$ cat src/rtl/dds_sweep_ctrl.sv
// Linear frequency-sweep controller driving the DDS tuning word and enable.
// Define SWEEP_PHASE_RESYNC_EN to drop dds_en for the reload cycle of every loop-mode wrap.
module dds_sweep_ctrl #(
    parameter int FREQ_W  = 32,
    parameter int DWELL_W = 16
) (
    input  logic               clk,
    input  logic               rst_n,
    input  logic               start,
    input  logic               stop,
    input  logic [1:0]         mode,
    input  logic [FREQ_W-1:0]  f_start,
    input  logic [FREQ_W-1:0]  f_stop,
    input  logic [FREQ_W-1:0]  f_step,
    input  logic [DWELL_W-1:0] dwell,
    output logic [FREQ_W-1:0]  freq_out,
    output logic               dds_en,
    output logic               busy,
    output logic               step_tick,
    output logic               done
);

    typedef enum logic [1:0] {
        ST_IDLE = 2'd0,
        ST_RUN  = 2'd1,
        ST_HOLD = 2'd2
    } state_t;

    state_t             state_q, state_d;
    logic [FREQ_W-1:0]  freq_q, freq_d;
    logic [FREQ_W-1:0]  start_cfg_q, start_cfg_d;
    logic [FREQ_W-1:0]  stop_cfg_q, stop_cfg_d;
    logic [FREQ_W-1:0]  step_cfg_q, step_cfg_d;
    logic [FREQ_W-1:0]  target_q, target_d;
    logic [DWELL_W-1:0] dwell_cfg_q, dwell_cfg_d;
    logic [DWELL_W-1:0] cnt_q, cnt_d;
    logic [1:0]         mode_q, mode_d;
    logic               up_q, up_d;
    logic               dds_en_q, dds_en_d;
    logic               busy_q, busy_d;
    logic               tick_q, tick_d;
    logic               done_q, done_d;

    logic [FREQ_W-1:0]  rev_target;
    logic [FREQ_W-1:0]  nxt_fwd;
    logic [FREQ_W-1:0]  nxt_rev;

    // Carry/borrow from the extra bit forces a clamp, so the endpoint is always hit exactly.
    function automatic logic [FREQ_W-1:0] step_toward(
        input logic [FREQ_W-1:0] cur,
        input logic [FREQ_W-1:0] tgt,
        input logic [FREQ_W-1:0] stp,
        input logic              up
    );
        logic [FREQ_W:0]   wide;
        logic [FREQ_W-1:0] res;
        if (up) begin
            wide = {1'b0, cur} + {1'b0, stp};
            res  = (wide[FREQ_W] || (wide[FREQ_W-1:0] > tgt)) ? tgt : wide[FREQ_W-1:0];
        end else begin
            wide = {1'b0, cur} - {1'b0, stp};
            res  = (wide[FREQ_W] || (wide[FREQ_W-1:0] < tgt)) ? tgt : wide[FREQ_W-1:0];
        end
        return res;
    endfunction

    assign rev_target = (target_q == stop_cfg_q) ? start_cfg_q : stop_cfg_q;
    assign nxt_fwd    = step_toward(freq_q, target_q, step_cfg_q, up_q);
    assign nxt_rev    = step_toward(freq_q, rev_target, step_cfg_q, !up_q);

    always_comb begin
        state_d     = state_q;
        freq_d      = freq_q;
        start_cfg_d = start_cfg_q;
        stop_cfg_d  = stop_cfg_q;
        step_cfg_d  = step_cfg_q;
        target_d    = target_q;
        dwell_cfg_d = dwell_cfg_q;
        cnt_d       = cnt_q;
        mode_d      = mode_q;
        up_d        = up_q;
        dds_en_d    = dds_en_q;
        busy_d      = busy_q;
        tick_d      = 1'b0;
        done_d      = 1'b0;

        if (stop) begin
            if (state_q != ST_IDLE) begin
                state_d  = ST_IDLE;
                dds_en_d = 1'b0;
                busy_d   = 1'b0;
            end
        end else if (start) begin
            state_d     = ST_RUN;
            start_cfg_d = f_start;
            stop_cfg_d  = f_stop;
            step_cfg_d  = f_step;
            mode_d      = mode;
            target_d    = f_stop;
            up_d        = (f_stop >= f_start);
            dwell_cfg_d = (dwell == '0) ? '0 : dwell - DWELL_W'(1);
            cnt_d       = (dwell == '0) ? '0 : dwell - DWELL_W'(1);
            freq_d      = f_start;
            dds_en_d    = 1'b1;
            busy_d      = 1'b1;
        end else begin
            case (state_q)
                ST_RUN: begin
                    dds_en_d = 1'b1;
                    if (cnt_q != '0) begin
                        cnt_d = cnt_q - DWELL_W'(1);
                    end else begin
                        cnt_d = dwell_cfg_q;
                        if (freq_q == target_q) begin
                            case (mode_q)
                                2'd1: begin
                                    freq_d = start_cfg_q;
                                    tick_d = 1'b1;
`ifdef SWEEP_PHASE_RESYNC_EN
                                    dds_en_d = 1'b0;
`else
                                    dds_en_d = 1'b1;
`endif
                                end
                                2'd2: begin
                                    // Reversal takes the first step of the new leg immediately.
                                    target_d = rev_target;
                                    up_d     = !up_q;
                                    freq_d   = nxt_rev;
                                    tick_d   = 1'b1;
                                end
                                default: begin
                                    state_d = ST_HOLD;
                                    done_d  = 1'b1;
                                end
                            endcase
                        end else begin
                            freq_d = nxt_fwd;
                            tick_d = (nxt_fwd != freq_q);
                        end
                    end
                end
                ST_HOLD: begin
                    dds_en_d = 1'b1;
                    busy_d   = 1'b1;
                end
                default: begin
                    dds_en_d = 1'b0;
                    busy_d   = 1'b0;
                end
            endcase
        end
    end

    always_ff @(posedge clk) begin
        if (!rst_n) begin
            state_q     <= ST_IDLE;
            freq_q      <= '0;
            start_cfg_q <= '0;
            stop_cfg_q  <= '0;
            step_cfg_q  <= '0;
            target_q    <= '0;
            dwell_cfg_q <= '0;
            cnt_q       <= '0;
            mode_q      <= '0;
            up_q        <= 1'b0;
            dds_en_q    <= 1'b0;
            busy_q      <= 1'b0;
            tick_q      <= 1'b0;
            done_q      <= 1'b0;
        end else begin
            state_q     <= state_d;
            freq_q      <= freq_d;
            start_cfg_q <= start_cfg_d;
            stop_cfg_q  <= stop_cfg_d;
            step_cfg_q  <= step_cfg_d;
            target_q    <= target_d;
            dwell_cfg_q <= dwell_cfg_d;
            cnt_q       <= cnt_d;
            mode_q      <= mode_d;
            up_q        <= up_d;
            dds_en_q    <= dds_en_d;
            busy_q      <= busy_d;
            tick_q      <= tick_d;
            done_q      <= done_d;
        end
    end

    assign freq_out  = freq_q;
    assign dds_en    = dds_en_q;
    assign busy      = busy_q;
    assign step_tick = tick_q;
    assign done      = done_q;

endmodule

$ cat config.mk
export PLATFORM = sky130hd
export DESIGN_NAME = dds_sweep_ctrl
export DESIGN_NICKNAME = d
export VERILOG_FILES = /design/src/rtl/dds_sweep_ctrl.sv
export SDC_FILE = /design/constraint.sdc
export NUM_CORES = 1
export LEC_CHECK = 0
export CAP_MARGIN = 20
export CORE_UTILIZATION = 60
export CTS_BUF_LIST = sky130_fd_sc_hd__clkbuf_4
export CTS_CLUSTER_DIAMETER = 40
export DETAILED_ROUTE_END_ITERATION = 8
export PLACE_DENSITY = 0.93
export SLEW_MARGIN = 40
export SYNTH_ARGS = -nofsm -noshare
export SYNTH_HDL_FRONTEND = slang
export SYNTH_SLANG_ARGS = --single-unit
$ cat constraint.sdc
create_clock -name clk -period 7.8 [get_ports clk]
set_clock_uncertainty 0.15 [all_clocks]
set_input_delay 1.17 -clock clk [delete_from_list [all_inputs] [get_ports clk]]
set_output_delay 1.17 -clock clk [all_outputs]
set_load 0.05 [all_outputs]
==> out/results.tsv, run 1 <==
stage	metric	value	unit
routing	wire per inst	25.9	um
clocking	CTS Buffer Depth	3	
clocking	latest clock arrival within the worst-skew pair	0.89	ns
yosys	post-synthesis cell area	20900	um2
floorplan	row count	68	
sta	Slew @ Worst Pin	0.943	ns
sta	Tmin final	7.39	ns
power_and_ir_drop	sw frac	48.3	%
job	total of max-cap violations	0	
cells_and_area	final instance area	24200	um2
sta	crit share post-route	94.7	%
clocking	Worst-path clk slew	0.07	ns
hold_path	HP Class	flop to flop	
global_routing	vias in the first global route	23145	
yosys	mean post-synth cell area	7.21	um2
power_and_ir_drop	Peak VDD IR	0.186	mV
cells_and_area	multi-input logic area	15500	um2
cells_and_area	share of layout cells above drive strength 1	10.6	%
cells_and_area	Layout Cells excl Fill	3584	
clocking	H-tree depth	2	
placement	DP Area	23500	um2
clocking	Hold-fix buffers, CTS	0	
setup_path	reg2reg setup slack	0.41	ns
power_and_ir_drop	Total Power	5.38	mW
power_and_ir_drop	power share of the clock group	18.9	%
placement	dpl ws	0.467	ns
power_and_ir_drop	share of power burned in registers	21.5	%
floorplan	Initial Util	60.7	%
power_and_ir_drop	Logic pwr share	59.6	%
yosys	Yosys top cell by area	dfxtp_1	
yosys	largest cells by area after synthesis	dfxtp_1 19%, ha_1 14%, a21oi_1 9.0%	
clocking	Resized Gates After CTS	0	
sta	Final Max Tran Viols	0	
yosys	Syn. warnings	0	
sta	total negative slack	0	ns
clocking	TritonCTS clock tree	done	
routing	Pre-antenna DRT Iters	7	
power_and_ir_drop	Power per Cell Area	222	nW/um2
setup_path	Crit path top cell by count	a21oi_1	
placement	Final Wtd Congestion	1.13	
floorplan	IO Pins	154	
routing	DR vias/cell	6.85	
sta	hold_ws	0.312	ns
sta	final worst setup slack	0.411	ns
placement	DP Cell Count	3483	
clocking	CTS Buf Count	57	
setup_path	worst path required time	8.42	ns
routing	final WL	92.8	mm
clocking	clk sink count	201	
routing	number of DRC markers in iteration 0	3470	
setup_path	slowest CP cell	or4_1	
power_and_ir_drop	Switch Pwr	2.60	mW
setup_path	startpoint type of the worst setup path	flop	
floorplan	Die H	189	um
sta	final setup fails	0	
sta	final hold vios	0	
cells_and_area	area delta synth->final	15.8	%
placement	port bufs	153	
power_and_ir_drop	Pleak	10.4	nW
yosys	dominant synthesized flop cell	dfxtp_1	
setup_path	CP max FO	12	
yosys	Synth Instances	2904	
yosys	syn_nets	3253	
global_routing	gr ovfl total	0	
sta	RSZ-0062 raised after global routing	false	
yosys	Seq cells post-synth	201	
floorplan	Die Wd	189	um
global_routing	global-route usage over all layers	50.3	%
clocking	CTS root buf	clkbuf_4	
yosys	top-area cell type share of the netlist area	19.2	%
power_and_ir_drop	Internal	2.78	mW
setup_path	Worst Path Class, Setup	flop to flop	
global_routing	largest net degree at the start of global routing	87	
floorplan	core area	34500	um2
global_routing	first-pass GRT wire length	136	mm
cells_and_area	sequential cell area	4030	um2
floorplan	Die ar.	35600	um2
setup_path	Crit. End Element	flop	
setup_path	CP arrival	8.01	ns
yosys	register area share after synthesis	19.2	%
yosys	synth unique cells	98	
setup_path	max incr delay on CP	0.56	ns
sta	Max Clk Rate	0.135	GHz
yosys	Post-synth EDFFs	0	
cells_and_area	NumNets Final	3437	
status	outcome	finished, final reports clean	
cells_and_area	fill count	2750	
routing	Vias	24547	
global_routing	initial antenna violation count	1	
clocking	postcts setup bufs	0	
sta	Slew HR	36.8	%
routing	DRC viols	0	
placement	post-detail-place hpwl	70.6	mm
cells_and_area	Finished Core Util	70.3	%
yosys	fraction of registers with async set/reset	0	%
routing	post-route ant nets	0	
[layout by cell type (no fill, tap or decap), drive strengths merged, types with 21 or more instances in the layout]
cell type / netlist / routed
a211oi: 52 / 52
a21o: 51 / 51
a21oi: 383 / 383
a31oi: 25 / 25
buf: 68 / 155
clkbuf: 113 / 81
clkdlybuf4s50: 0 / 151
dfxtp: 201 / 201
ha: 229 / 229
inv: 181 / 182
mux2i: 73 / 73
nand2: 333 / 333
nand2b: 30 / 30
nand3: 57 / 57
nand4: 48 / 48
nor2: 296 / 296
nor2b: 37 / 37
nor3: 55 / 55
nor4: 33 / 33
o211ai: 34 / 34
o21a: 21 / 21
o21ai: 132 / 132
o31ai: 29 / 29
xnor2: 113 / 113
xor2: 43 / 43
[worst max-delay path, delay by kind of cell (launching register included)]
family	cells	cell delay [ns]
compound gates	14	3.20
simple gates	7	1.76
fa+ha+maj	3	1.03
buf+inv	5	0.75
flops	1	0.39
[path summary, 6_finish.rpt]
path                from        end  depth (start not counted)
max reg2reg  freq_out[0]  step_tick                         29
min reg2reg    mode_q[0]  mode_q[0]                          2
max          freq_out[0]  step_tick                         29
min            mode_q[0]  mode_q[0]                          2
[cell families after synthesis]
family | Yosys count | share of synthesized area [%]
xor+xnor | 157 | 6.74
mux | 89 | 4.35
fa+ha+maj | 231 | 13.9
compound gates | 894 | 27.6
flops | 201 | 19.2
simple gates | 970 | 21.2
buf+inv | 362 | 6.98
[routing by layer]
metal	vias to the layer above	global-route usage [%]	routed length, um
met5	-	0	0
met2	1979	71.8	37100
li1	10787	-	-
met1	11365	66.1	35200
met3	416	14.1	13800
met4	0	31.8	6720
[power groups by stage]
stage          Sequential [mW]  Clock (mW)  Combinational [mW]
6_report                  1.16        1.02                3.21
5_1_grt                   1.16        1.07                3.36
4_1_cts                   1.15        1.02                3.04
3_5_place_dp              1.17           0                3.02
3_3_place_gp              1.17           0                2.97
2_1_floorplan             1.20           0                1.88
[registers in the layout (all words and copies together) (netlist names)]
name	count
step_tick	1
freq_out	32
step_cfg_q	32
start_cfg_q	32
target_q	32
state_q	2
done	1
dds_en	1
dwell_cfg_q	16
cnt_q	16
mode_q	2
busy	1
stop_cfg_q	32
up_q	1
[synthesized netlist by cell type, drive strengths merged, types with 6 or more instances]
| master | count |
|---|---|
| dfxtp | 201 |
| a221oi | 17 |
| a311oi | 6 |
| o21ai | 132 |
| ha | 229 |
| mux2i | 73 |
| nand4 | 48 |
| a2111oi | 6 |
| or2 | 13 |
| a211o | 17 |
| nor2b | 37 |
| o31ai | 29 |
| and3 | 14 |
| xor2 | 43 |
| o311ai | 7 |
| o221ai | 18 |
| nand2b | 30 |
| o211a | 10 |
| a21o | 51 |
| nor3 | 55 |
| nand3 | 57 |
| nand2 | 333 |
| o22ai | 18 |
| a311o | 6 |
| a21boi | 7 |
| mux2 | 16 |
| a211oi | 52 |
| a31oi | 25 |
| and2 | 15 |
| nor4 | 33 |
| o21a | 21 |
| xnor2 | 113 |
| or3 | 11 |
| buf | 68 |
| o211ai | 34 |
| o21bai | 9 |
| clkbuf | 113 |
| inv | 181 |
| and4 | 6 |
| a21oi | 383 |
| nor2 | 296 |
[layout make-up]
type	instances	share of cell area (%)
multi-input cells	2341	64.0
flip-flops and latches	201	16.6
repair buffers	306	11.3
inverters	181	2.81
clock buffers	81	2.51
well taps	455	2.35
clock inverters	18	0.397
diodes	1	0.0103
(Power assumes the default switching activity.)
==> inputs of run 2 (changes only) <==
--- a/config.mk
+++ b/config.mk
@@ -11,7 +11,6 @@
 export CTS_CLUSTER_DIAMETER = 40
 export DETAILED_ROUTE_END_ITERATION = 8
 export PLACE_DENSITY = 0.93
-export SLEW_MARGIN = 40
 export SYNTH_ARGS = -nofsm -noshare
 export SYNTH_HDL_FRONTEND = slang
 export SYNTH_SLANG_ARGS = --single-unit
==> out/results.tsv, run 2 (synthesis results as in run 1) <==
stage	metric	value	unit	change
cells_and_area	Finished Core Util	70.2	%	-0.11 points
setup_path	worst path required time	8.42	ns	about the same
placement	post-detail-place hpwl	70.6	mm	about the same
clocking	TritonCTS clock tree	done		
power_and_ir_drop	Pleak	10.4	nW	-0.16%
global_routing	GR Util met2	72.2	%	+0.34 points
global_routing	met1 usage	64.7	%	-1.3 points
sta	final worst setup slack	0.438	ns	+0.0276 ns
setup_path	CP max FO	12		unchanged
routing	post-route ant nets	0		unchanged
sta	Slew @ Worst Pin	1.16	ns	+0.214 ns
sta	final hold vios	0		unchanged
routing	DRC viols	0		unchanged
setup_path	max incr delay on CP	0.55	ns	about the same
placement	DP Area	23500	um2	about the same
status	outcome	finished, final reports clean		
floorplan	row count	68		unchanged
clocking	Resized Gates After CTS	0		unchanged
routing	number of DRC markers in iteration 0	3679		+6.0%
global_routing	vias in the first global route	22921		-0.97%
global_routing	global-route usage over all layers	49.8	%	-0.40 points
floorplan	Die H	189	um	unchanged
cells_and_area	Layout Cells excl Fill	3584		unchanged
hold_path	HP Class	flop to flop		
routing	DR vias/cell	6.88		+0.45%
placement	Final Wtd Congestion	1.13		unchanged
setup_path	Worst Path Class, Setup	flop to flop		
global_routing	initial antenna violation count	4		+3
setup_path	slowest CP cell	or4_1		
hold_path	Worst Hold End	mode_q[0]		
clocking	latest clock arrival within the worst-skew pair	0.90	ns	about the same
placement	DP Cell Count	3483		unchanged
global_routing	met3 Resource Use GR	14.5	%	+0.43 points
clocking	H-tree depth	2		unchanged
sta	final setup fails	0		unchanged
floorplan	Initial Util	60.7	%	unchanged
sta	total negative slack	0	ns	unchanged
floorplan	Die ar.	35600	um2	unchanged
floorplan	IO Pins	154		unchanged
power_and_ir_drop	Peak VDD IR	0.175	mV	-5.9%
clocking	clk sink count	201		unchanged
global_routing	largest net degree at the start of global routing	87		unchanged
cells_and_area	share of layout cells above drive strength 1	10.5	%	-0.089 points
hold_path	critical hold path startpoint	mode_q[0]		
cells_and_area	area delta synth->final	15.6	%	
clocking	Worst-path clk slew	0.07	ns	about the same
placement	dpl ws	0.447	ns	-0.0198 ns
hold_path	worst hold stages	2		unchanged
clocking	CTS root buf	clkbuf_4		
job	total of max-cap violations	0		unchanged
cells_and_area	NumNets Final	3438		+0.029%
setup_path	Crit. End Element	flop		
sta	Final Max Tran Viols	0		unchanged
sta	hold_ws	0.319	ns	+0.00715 ns
cells_and_area	final instance area	24200	um2	-0.15%
routing	Vias	24657		+0.45%
sta	RSZ-0062 raised after global routing	false		
setup_path	Crit path top cell by count	a21oi_1		
setup_path	CP arrival	7.98	ns	-0.03 ns
cells_and_area	commonest cells after routing, fill and taps aside	378 x a21oi_1, 332 x nand2_1, 293 x nor2_1		
setup_path	startpoint type of the worst setup path	flop		
sta	Slew HR	22.9	%	-14 points
placement	port bufs	153		unchanged
power_and_ir_drop	Total Power	5.38	mW	about the same
routing	wire per inst	25.7	um	-0.72%
clocking	postcts setup bufs	0		unchanged
sta	crit share post-route	94.4	%	-0.35 points
cells_and_area	commonest non-fill, non-tap cell in the layout	a21oi_1		
setup_path	RR Endpoint	step_tick		
clocking	CTS Buf Count	58		+1.8%
floorplan	core area	34500	um2	unchanged
setup_path	worst r2r path cells	29		unchanged
setup_path	RR Startpoint	freq_out[0]		
setup_path	reg2reg setup slack	0.44	ns	+0.03 ns
routing	final WL	92.2	mm	-0.72%
sta	Max Clk Rate	0.136	GHz	+0.37%
global_routing	gr ovfl total	0		unchanged
clocking	Hold-fix buffers, CTS	0		unchanged
power_and_ir_drop	Power per Cell Area	222	nW/um2	+0.10%
clocking	CTS Buffer Depth	3		unchanged
routing	Pre-antenna DRT Iters	7		unchanged
global_routing	first-pass GRT wire length	135	mm	-0.82%
cells_and_area	fill count	2699		-1.9%
global_routing	most used routing layer	met2		
sta	Tmin final	7.36	ns	-0.0276 ns
floorplan	Die Wd	189	um	unchanged
run 2: changes by cell type in the layout (fill, tap and decap cells not counted), moves of 2 or more:
cell	change
xnor2_2	-2
diode_2	+2
buf_4	+2
clkinv_1	-3
xnor2_1	+2
run 2: power breakdown:
part | switching [mW] | leakage [nW] | internal, mW | total, mW
Clock | 0.537 | 0.425 | 0.487 | 1.02
Combinational | 1.98 | 8.28 | 1.22 | 3.20
Sequential | 0.0761 | 1.64 | 1.08 | 1.16
Total | 2.60 | 10.4 | 2.78 | 5.38
run 2: worst max-delay path by stage:
stage | from | endpoint | slack, ns | cells past startpoint
2_1_floorplan | freq_out[0] | step_tick | 1.61 | 24
3_3_place_gp | freq_out[0] | step_tick | 0.73 | 29
3_5_place_dp | freq_out[0] | step_tick | 0.45 | 29
4_1_cts | freq_out[0] | step_tick | 0.47 | 29
5_1_grt | freq_out[0] | step_tick | 0.07 | 29
6_report | freq_out[0] | step_tick | 0.44 | 29
run 2: critical path: cells and delay by family (launching register included):
family,cells,cell delay [ns]
buffers and inverters,5,0.76
AO/OA/AOI/OAI,14,3.21
flip-flops,1,0.39
AND/OR/NAND/NOR,7,1.74
adder cells (fa/ha/maj),3,1.02
run 2: cell type report:
cell class	instances	area (um2)	share of cell area, %
antenna	3	7.51	0.0310
clock buffer	82	616	2.54
clock inverter	15	87.6	0.362
inverter	181	682	2.82
multi-input combinational	2341	15500	64.0
sequential	201	4030	16.6
tap	455	569	2.35
timing repair buffer	306	2720	11.2
run 2: routing by layer:
layer,vias to the layer above,share of wire (%)
met5,-,0.037
met3,407,15
li1,10778,-
met4,6,6.8
met2,2084,40
met1,11382,38
